### config.mk
export PLATFORM = sky130hd
export DESIGN_NAME = operand_fetch_flat
export DESIGN_NICKNAME = d
export VERILOG_FILES = /design/src/rtl/operand_fetch_if.sv /design/src/rtl/operand_fetch.sv /design/src/flat_wrapper.sv
export SDC_FILE = /design/constraint.sdc
export NUM_CORES = 2
export LEC_CHECK = 0
export CAP_MARGIN = 25
export CORE_MARGIN = 2
export CORE_UTILIZATION = 50
export CTS_CLUSTER_SIZE = 8
export DETAILED_ROUTE_END_ITERATION = 7
export GPL_TIMING_DRIVEN = 0
export PLACE_DENSITY_LB_ADDON = 0.05
export SYNTH_ARGS = -nofsm -noshare
export SYNTH_HDL_FRONTEND = slang
export SYNTH_SLANG_ARGS = --single-unit
export TNS_END_PERCENT = 1
### constraint.sdc
create_clock -name clk -period 108.5 [get_ports clk]
set_input_delay 21.7 -clock clk [delete_from_list [all_inputs] [get_ports clk]]
set_output_delay 21.7 -clock clk [all_outputs]
set_load 0.005 [all_outputs]
### src/rtl/operand_fetch_if.sv
// Operand-fetch stage bus: decoded instruction, EX/WB bypass inputs, and the
// registered control word and operands going to the execute stage.
interface operand_fetch_if #(
    parameter int DATA_BITS             = 32,
    parameter int reg_addr_width        = 5,
    parameter int PROGRAM_COUNTER_WIDTH = 32,
    parameter int IMM_BITS              = 15
);
    // decoded instruction
    logic [reg_addr_width-1:0]        DA_in;
    logic [reg_addr_width-1:0]        AA;
    logic [reg_addr_width-1:0]        BA;
    logic                             MA;
    logic                             MB;
    logic                             CS;
    logic [IMM_BITS-1:0]              IM;
    logic                             RW_in;
    logic [1:0]                       MD_in;
    logic [1:0]                       BS_in;
    logic                             PS_in;
    logic                             MW_in;
    logic [3:0]                       FS_in;
    logic [4:0]                       SH_in;
    logic [PROGRAM_COUNTER_WIDTH-1:0] pc_in;

    // execute / writeback feedback
    logic                             RW_EX;
    logic [reg_addr_width-1:0]        DA_EX;
    logic [1:0]                       MD_EX;
    logic [DATA_BITS-1:0]             forward_data;
    logic                             RW_WB;
    logic [reg_addr_width-1:0]        DA_WB;
    logic [DATA_BITS-1:0]             wb_data;
    logic                             branch_taken;

    // registered outputs to execute
    logic                             RW;
    logic [reg_addr_width-1:0]        DA;
    logic [1:0]                       MD;
    logic [1:0]                       BS;
    logic                             PS;
    logic                             MW;
    logic [3:0]                       FS;
    logic [4:0]                       SH;
    logic [DATA_BITS-1:0]             BUSA;
    logic [DATA_BITS-1:0]             BUSB;
    logic [PROGRAM_COUNTER_WIDTH-1:0] pc_min_two;
    logic [DATA_BITS-1:0]             DData;
    logic                             stall;

    modport master (
        output DA_in, AA, BA, MA, MB, CS, IM,
        output RW_in, MD_in, BS_in, PS_in, MW_in, FS_in, SH_in, pc_in,
        output RW_EX, DA_EX, MD_EX, forward_data,
        output RW_WB, DA_WB, wb_data, branch_taken,
        input  RW, DA, MD, BS, PS, MW, FS, SH,
        input  BUSA, BUSB, pc_min_two, DData, stall
    );

    modport slave (
        input  DA_in, AA, BA, MA, MB, CS, IM,
        input  RW_in, MD_in, BS_in, PS_in, MW_in, FS_in, SH_in, pc_in,
        input  RW_EX, DA_EX, MD_EX, forward_data,
        input  RW_WB, DA_WB, wb_data, branch_taken,
        output RW, DA, MD, BS, PS, MW, FS, SH,
        output BUSA, BUSB, pc_min_two, DData, stall
    );
endinterface

### src/rtl/operand_fetch.sv
// Decode/operand-fetch stage: register file, operand muxing, EX/WB bypass and
// the pipeline register into execute. LOAD_STALL_EN adds a one-cycle load-use stall.
module operand_fetch #(
    parameter int DATA_BITS             = 32,
    parameter int reg_addr_width        = 5,
    parameter int PROGRAM_COUNTER_WIDTH = 32,
    parameter int IMM_BITS              = 15
) (
    input logic              clk,
    input logic              rst,
    operand_fetch_if.slave   bus
);

    localparam int NUM_REGS = 2 ** reg_addr_width;

    logic [DATA_BITS-1:0] reg_file [NUM_REGS];

    logic                 ex_fwd_ok;
    logic                 stall_int;
    logic                 bubble;
    logic [DATA_BITS-1:0] raw_a;
    logic [DATA_BITS-1:0] raw_b;
    logic [DATA_BITS-1:0] imm_ext;
    logic [DATA_BITS-1:0] pc_ext;

    logic                             rw_next;
    logic [reg_addr_width-1:0]        da_next;
    logic [1:0]                       md_next;
    logic [1:0]                       bs_next;
    logic                             ps_next;
    logic                             mw_next;
    logic [3:0]                       fs_next;
    logic [4:0]                       sh_next;
    logic [DATA_BITS-1:0]             busa_next;
    logic [DATA_BITS-1:0]             busb_next;
    logic [PROGRAM_COUNTER_WIDTH-1:0] pcm_next;
    logic [DATA_BITS-1:0]             ddata_next;

    function automatic logic [DATA_BITS-1:0] raw_read(
        input logic [reg_addr_width-1:0] sel,
        input logic                      fwd_ok,
        input logic [reg_addr_width-1:0] da_ex,
        input logic [DATA_BITS-1:0]      fwd,
        input logic                      rw_wb,
        input logic [reg_addr_width-1:0] da_wb,
        input logic [DATA_BITS-1:0]      wb,
        input logic [DATA_BITS-1:0]      rf_val
    );
        if (sel == '0)
            return '0;
        else if (fwd_ok && da_ex == sel)
            return fwd;
        else if (rw_wb && da_wb == sel)
            return wb;
        else
            return rf_val;
    endfunction

    always_ff @(posedge clk or posedge rst) begin
        if (rst) begin
            for (int i = 0; i < NUM_REGS; i++)
                reg_file[i] <= '0;
        end else if (bus.RW_WB && bus.DA_WB != '0) begin
            reg_file[bus.DA_WB] <= bus.wb_data;
        end
    end

`ifdef LOAD_STALL_EN
    // A load in EX has no data yet; its result is picked up from WB after the stall.
    assign ex_fwd_ok = bus.RW_EX && (bus.MD_EX != 2'b01);

    always_comb begin
        stall_int = 1'b0;
        if (!rst && !bus.branch_taken && bus.RW_EX && bus.MD_EX == 2'b01 &&
            bus.DA_EX != '0) begin
            stall_int = (!bus.MA && bus.AA == bus.DA_EX) ||
                        (!bus.MB && bus.BA == bus.DA_EX) ||
                        (bus.BA == bus.DA_EX);
        end
    end
`else
    logic unused_md_ex;
    assign unused_md_ex = ^bus.MD_EX;
    assign ex_fwd_ok    = bus.RW_EX;
    assign stall_int    = 1'b0;
`endif

    assign bus.stall = stall_int;
    assign bubble    = bus.branch_taken || stall_int;

    assign raw_a = raw_read(bus.AA, ex_fwd_ok, bus.DA_EX, bus.forward_data,
                            bus.RW_WB, bus.DA_WB, bus.wb_data, reg_file[bus.AA]);
    assign raw_b = raw_read(bus.BA, ex_fwd_ok, bus.DA_EX, bus.forward_data,
                            bus.RW_WB, bus.DA_WB, bus.wb_data, reg_file[bus.BA]);

    assign imm_ext = bus.CS ? DATA_BITS'($signed(bus.IM)) : DATA_BITS'(bus.IM);
    assign pc_ext  = DATA_BITS'(bus.pc_in);

    // Bubble values are all-zero, so the default doubles as the squash path.
    always_comb begin
        rw_next    = 1'b0;
        da_next    = '0;
        md_next    = 2'b00;
        bs_next    = 2'b00;
        ps_next    = 1'b0;
        mw_next    = 1'b0;
        fs_next    = '0;
        sh_next    = '0;
        busa_next  = '0;
        busb_next  = '0;
        pcm_next   = '0;
        ddata_next = '0;
        if (!bubble) begin
            rw_next    = bus.RW_in;
            da_next    = bus.DA_in;
            md_next    = bus.MD_in;
            bs_next    = bus.BS_in;
            ps_next    = bus.PS_in;
            mw_next    = bus.MW_in;
            fs_next    = bus.FS_in;
            sh_next    = bus.SH_in;
            busa_next  = bus.MA ? pc_ext : raw_a;
            busb_next  = bus.MB ? imm_ext : raw_b;
            pcm_next   = bus.pc_in;
            ddata_next = raw_b;
        end
    end

    always_ff @(posedge clk or posedge rst) begin
        if (rst) begin
            bus.RW         <= 1'b0;
            bus.DA         <= '0;
            bus.MD         <= 2'b00;
            bus.BS         <= 2'b00;
            bus.PS         <= 1'b0;
            bus.MW         <= 1'b0;
            bus.FS         <= '0;
            bus.SH         <= '0;
            bus.BUSA       <= '0;
            bus.BUSB       <= '0;
            bus.pc_min_two <= '0;
            bus.DData      <= '0;
        end else begin
            bus.RW         <= rw_next;
            bus.DA         <= da_next;
            bus.MD         <= md_next;
            bus.BS         <= bs_next;
            bus.PS         <= ps_next;
            bus.MW         <= mw_next;
            bus.FS         <= fs_next;
            bus.SH         <= sh_next;
            bus.BUSA       <= busa_next;
            bus.BUSB       <= busb_next;
            bus.pc_min_two <= pcm_next;
            bus.DData      <= ddata_next;
        end
    end

endmodule

### src/flat_wrapper.sv
// flat-port wrapper written by rule: the top's interface ports become plain ports
module operand_fetch_flat 
#(
    parameter int DATA_BITS             = 32,
    parameter int reg_addr_width        = 5,
    parameter int PROGRAM_COUNTER_WIDTH = 32,
    parameter int IMM_BITS              = 15
)
  (clk, rst, bus_DA_in, bus_AA, bus_BA, bus_MA, bus_MB, bus_CS, bus_IM, bus_RW_in, bus_MD_in, bus_BS_in, bus_PS_in, bus_MW_in, bus_FS_in, bus_SH_in, bus_pc_in, bus_RW_EX, bus_DA_EX, bus_MD_EX, bus_forward_data, bus_RW_WB, bus_DA_WB, bus_wb_data, bus_branch_taken, bus_RW, bus_DA, bus_MD, bus_BS, bus_PS, bus_MW, bus_FS, bus_SH, bus_BUSA, bus_BUSB, bus_pc_min_two, bus_DData, bus_stall);
  operand_fetch_if #(.DATA_BITS(DATA_BITS), .reg_addr_width(reg_addr_width), .PROGRAM_COUNTER_WIDTH(PROGRAM_COUNTER_WIDTH), .IMM_BITS(IMM_BITS)) bus_i ();
  input logic clk;
  input logic rst;
  input wire logic [$bits(bus_i.DA_in)-1:0] bus_DA_in;
  input wire logic [$bits(bus_i.AA)-1:0] bus_AA;
  input wire logic [$bits(bus_i.BA)-1:0] bus_BA;
  input wire logic [$bits(bus_i.MA)-1:0] bus_MA;
  input wire logic [$bits(bus_i.MB)-1:0] bus_MB;
  input wire logic [$bits(bus_i.CS)-1:0] bus_CS;
  input wire logic [$bits(bus_i.IM)-1:0] bus_IM;
  input wire logic [$bits(bus_i.RW_in)-1:0] bus_RW_in;
  input wire logic [$bits(bus_i.MD_in)-1:0] bus_MD_in;
  input wire logic [$bits(bus_i.BS_in)-1:0] bus_BS_in;
  input wire logic [$bits(bus_i.PS_in)-1:0] bus_PS_in;
  input wire logic [$bits(bus_i.MW_in)-1:0] bus_MW_in;
  input wire logic [$bits(bus_i.FS_in)-1:0] bus_FS_in;
  input wire logic [$bits(bus_i.SH_in)-1:0] bus_SH_in;
  input wire logic [$bits(bus_i.pc_in)-1:0] bus_pc_in;
  input wire logic [$bits(bus_i.RW_EX)-1:0] bus_RW_EX;
  input wire logic [$bits(bus_i.DA_EX)-1:0] bus_DA_EX;
  input wire logic [$bits(bus_i.MD_EX)-1:0] bus_MD_EX;
  input wire logic [$bits(bus_i.forward_data)-1:0] bus_forward_data;
  input wire logic [$bits(bus_i.RW_WB)-1:0] bus_RW_WB;
  input wire logic [$bits(bus_i.DA_WB)-1:0] bus_DA_WB;
  input wire logic [$bits(bus_i.wb_data)-1:0] bus_wb_data;
  input wire logic [$bits(bus_i.branch_taken)-1:0] bus_branch_taken;
  output wire logic [$bits(bus_i.RW)-1:0] bus_RW;
  output wire logic [$bits(bus_i.DA)-1:0] bus_DA;
  output wire logic [$bits(bus_i.MD)-1:0] bus_MD;
  output wire logic [$bits(bus_i.BS)-1:0] bus_BS;
  output wire logic [$bits(bus_i.PS)-1:0] bus_PS;
  output wire logic [$bits(bus_i.MW)-1:0] bus_MW;
  output wire logic [$bits(bus_i.FS)-1:0] bus_FS;
  output wire logic [$bits(bus_i.SH)-1:0] bus_SH;
  output wire logic [$bits(bus_i.BUSA)-1:0] bus_BUSA;
  output wire logic [$bits(bus_i.BUSB)-1:0] bus_BUSB;
  output wire logic [$bits(bus_i.pc_min_two)-1:0] bus_pc_min_two;
  output wire logic [$bits(bus_i.DData)-1:0] bus_DData;
  output wire logic [$bits(bus_i.stall)-1:0] bus_stall;
  assign bus_i.DA_in = bus_DA_in;
  assign bus_i.AA = bus_AA;
  assign bus_i.BA = bus_BA;
  assign bus_i.MA = bus_MA;
  assign bus_i.MB = bus_MB;
  assign bus_i.CS = bus_CS;
  assign bus_i.IM = bus_IM;
  assign bus_i.RW_in = bus_RW_in;
  assign bus_i.MD_in = bus_MD_in;
  assign bus_i.BS_in = bus_BS_in;
  assign bus_i.PS_in = bus_PS_in;
  assign bus_i.MW_in = bus_MW_in;
  assign bus_i.FS_in = bus_FS_in;
  assign bus_i.SH_in = bus_SH_in;
  assign bus_i.pc_in = bus_pc_in;
  assign bus_i.RW_EX = bus_RW_EX;
  assign bus_i.DA_EX = bus_DA_EX;
  assign bus_i.MD_EX = bus_MD_EX;
  assign bus_i.forward_data = bus_forward_data;
  assign bus_i.RW_WB = bus_RW_WB;
  assign bus_i.DA_WB = bus_DA_WB;
  assign bus_i.wb_data = bus_wb_data;
  assign bus_i.branch_taken = bus_branch_taken;
  assign bus_RW = bus_i.RW;
  assign bus_DA = bus_i.DA;
  assign bus_MD = bus_i.MD;
  assign bus_BS = bus_i.BS;
  assign bus_PS = bus_i.PS;
  assign bus_MW = bus_i.MW;
  assign bus_FS = bus_i.FS;
  assign bus_SH = bus_i.SH;
  assign bus_BUSA = bus_i.BUSA;
  assign bus_BUSB = bus_i.BUSB;
  assign bus_pc_min_two = bus_i.pc_min_two;
  assign bus_DData = bus_i.DData;
  assign bus_stall = bus_i.stall;
  operand_fetch #(.DATA_BITS(DATA_BITS), .reg_addr_width(reg_addr_width), .PROGRAM_COUNTER_WIDTH(PROGRAM_COUNTER_WIDTH), .IMM_BITS(IMM_BITS)) u_core (.clk(clk), .rst(rst), .bus(bus_i));
endmodule
==> run_results.csv <==
group,metric,value,unit
timing,setup_slack,83.17,ns
yosys,synth.ff_latch_count,1173,
floorplanning,core,120000,um^2
detailed_routing,wl_per_cell,39.4,um
critical_path,rr_startpoint,"u_core.reg_file[269]",
global_route,antenna_found_initial,30,
timing,setup-tns-final,0,ns
finish,syn_to_final_growth,16.8,%
clock_network,post-cts-setup-buffer-count,0,
yosys,synth-edff-count,0,
place,gp_congestion,1.01,
clock_network,clock_path_buffers,3,
critical_path,crit_path_top_delay_cell,"clkbuf_1",
critical_path,cp.arrival,25.98,ns
clock_network,htreeDepth,4,
timing,hold_viol_final,0,
global_route,grt_start_max_net_pins,127,
clock_network,ctsHoldBuffers,0,
critical_path,worstPathCellList,"clkbuf_1 -> buf_2 -> and2_1 -> clkbuf_1 -> clkbuf_1 -> a22oi_1 -> a21oi_1 -> a21oi_1 -> a31oi_1 -> o21ai_1",
place,numPortBuffers,290,
detailed_routing,drt_first_iter_violations,6295,
critical_path,critPathKind,"input pin to register",
detailed_routing,vias,44100,
critical_path,r2r_cells,5,
power,power_density,18.6,nW/um^2
yosys,synth_nets,4415,
place,dp_slack,82.56,ns
power,p_sw,384,uW
floorplanning,fp.dieW,352,um
detailed_routing,drtAntennaViolNets,0,
clock_network,path_clk_slew,0.05,ns
timing,finalCritPeriodShare,0.233,
floorplanning,die_y,352,um
critical_path,worstPathMaxFanout,10,
timing,min_period,25.33,ns
power,clkPwrFrac,0.353,
detailed_routing,drt_wl_total,253000,um
job,cap_violations,0,
power,power_leakage,0.0310,uW
power,pwr-share-seq,0.436,
clock_network,cts_made_buffers,164,
status,status,"completed",
yosys,netlist_area,60600,um^2
yosys,async_flop_share,1.00,
floorplanning,core.rowCount,127,
critical_path,required,109.16,ns
power,p_sw_frac,0.293,
timing,setup_viol,0,
timing,timing.fmax,0.0395,GHz
timing,slew_headroom,0.203,
critical_path,rrSetupSlack,105.91,ns
floorplanning,die_area,124000,um^2
critical_path,cp-start-kind,"input pin",
clock_network,cts_tree,"yes",
timing,rsz0062_at_grt,"false",
finish,drive_above_1_share,0.310,
power,p_int,929,uW
detailed_routing,vias_per_cell,6.89,
critical_path,r2r_end,"u_core.bus.BUSB[13]",
yosys,ys_types,52,
clock_network,clk_latency,0.82,ns
worst_hold_path,whs_path_depth,1,
worst_hold_path,whs_endpoint,"u_core.reg_file[1014]",
worst_hold_path,hold_start,"u_core.reg_file[1014]",
timing,finClkSkew,0.0251,ns
yosys,yosysWarnings,0,
yosys,ys_seq_area_frac,0.485,
place,hpwl,185000,um
yosys,syn-instance-count,4253,
clock_network,post_cts_resize_count,0,
yosys,syn_avg_cell_area,14.2,um^2
timing,slew_violations,0,
floorplanning,start_util,0.505,
power,ir_worst_vdd,0.0185,mV
floorplanning,io_pins,312,
detailed_routing,drc,0,
finish,nets,4922,
clock_network,root_buffer,"clkbuf_16",
global_route,gr-total-overflow,0,
global_route,track_usage,0.406,
critical_path,critPathMaxStageDelay,0.95,ns
clock_network,cts.sink_count,1173,
critical_path,end_kind,"register",
finish,nFillCells,9728,
global_route,first_global_vias,43600,
finish,fin_util,0.590,
critical_path,timing.critical_path.mode_cell,"clkbuf_1",
worst_hold_path,hp-class,"register to register",
timing,worst_pin_slew,1.20,ns
power,p_comb_frac,0.211,
global_route,grt_pass1_wl,348000,um
detailed_routing,firstDrtPassIters,6,
yosys,yosys_most_used_dff,"dfrtp_1",
## metal layers
layer / wire (um) / track usage
met5: 323 / 0
met4: 10100 / 0.147
met3: 36700 / 0.186
met2: 105000 / 0.562
met1: 101000 / 0.560
## cells by family (layout without fill, tap and decap cells)
kind of cell | after synthesis | in the layout | synth area share
simple gates | 432 | 432 | 0.0360
flops | 1173 | 1173 | 0.485
other cells | 1 | 15 | 0.0000619
mux | 1764 | 1764 | 0.397
buf+inv | 468 | 991 | 0.0324
compound gates | 395 | 395 | 0.0470
xor+xnor | 20 | 20 | 0.00289
## metrics by stage
stage	area, um^2	hold slack (ns)	total power (uW)	cells
final	70700	0.472	1310	6402
after global routing	70700	0.489	1350	6393
after CTS	70600	0.478	1300	6381
after detailed placement	66300	0.467	843	6199
after global placement	65500	0.454	835	6155
after floorplan	60600	0.441	738	4253
## sequential cells by signal, indices dropped and copies added (netlist names)
signal	flops
u_core.reg_file	1024
u_core.bus.PS	1
u_core.bus.BUSB	32
u_core.bus.BS	2
u_core.bus.MW	1
u_core.bus.FS	4
u_core.bus.pc_min_two	32
u_core.bus.MD	2
u_core.bus.BUSA	32
u_core.bus.DA	5
u_core.bus.RW	1
u_core.bus.SH	5
u_core.bus.DData	32
## worst max path at each step
stage | startpoint | end | slack (ns) | cells past startpoint
6_report | bus_BA[4] | u_core.bus.BUSB[16] | 83.17 | 10
5_1_grt | bus_BA[0] | u_core.bus.BUSB[16] | 83.26 | 10
4_1_cts | bus_BA[4] | u_core.bus.BUSB[19] | 83.38 | 10
3_5_place_dp | bus_BA[4] | u_core.bus.BUSB[19] | 82.56 | 10
3_3_place_gp | rst | u_core.reg_file[152] | 38.65 | 2
2_1_floorplan | rst | u_core.bus.BS[0] | 53.76 | 1
## worst max-delay path, delay by kind of cell
kind                   cells  cell delay, ns
AND/OR/NAND/NOR            1            0.19
AO/OA/AOI/OAI              5            1.69
buffers and inverters      4            2.37
## layout by cell type, fill, tap and decap left out, drive strengths merged, types with 44 or more instances in the layout
cell	instances
nor3	44
nand3	69
buf	216
nor2b	122
mux2i	373
dfrtp	1173
clkbuf	469
clkdlybuf4s50	290
a21oi	84
a22oi	162
mux4	412
nand2	131
mux2	979
## power by group through the flow
stage | Sequential [uW] | Combinational, uW | Clock [uW]
2_1_floorplan | 560 | 178 | 0
3_3_place_gp | 574 | 261 | 0
3_5_place_dp | 575 | 268 | 0
4_1_cts | 568 | 269 | 465
5_1_grt | 580 | 289 | 482
6_report | 572 | 277 | 464
## cell type report
cell class	instances	area, um^2	area share
sequential	1173	29400	0.415
multi-input combinational	2612	29200	0.413
clock buffer	170	4190	0.0592
timing repair buffer	341	3790	0.0536
tap	1612	2020	0.0285
buffer	464	1960	0.0276
clock inverter	12	120	0.00170
antenna	14	35.0	0.000495
inverter	4	22.5	0.000318
## synth_stat cells, drive strengths merged (32+ instances only)
cell | instances | area share
o21ai | 34 | 0.0031
a22oi | 162 | 0.020
mux2 | 979 | 0.18
mux4 | 412 | 0.15
nand3 | 69 | 0.0059
nand2 | 131 | 0.0081
nor3 | 44 | 0.0036
a21oi | 84 | 0.0069
nor2 | 40 | 0.0025
buf | 165 | 0.014
nor2b | 122 | 0.013
a2111o | 32 | 0.0060
clkbuf | 299 | 0.019
dfrtp | 1173 | 0.48
mux2i | 373 | 0.062
No activity file was read; power rests on OpenSTA's default activity.
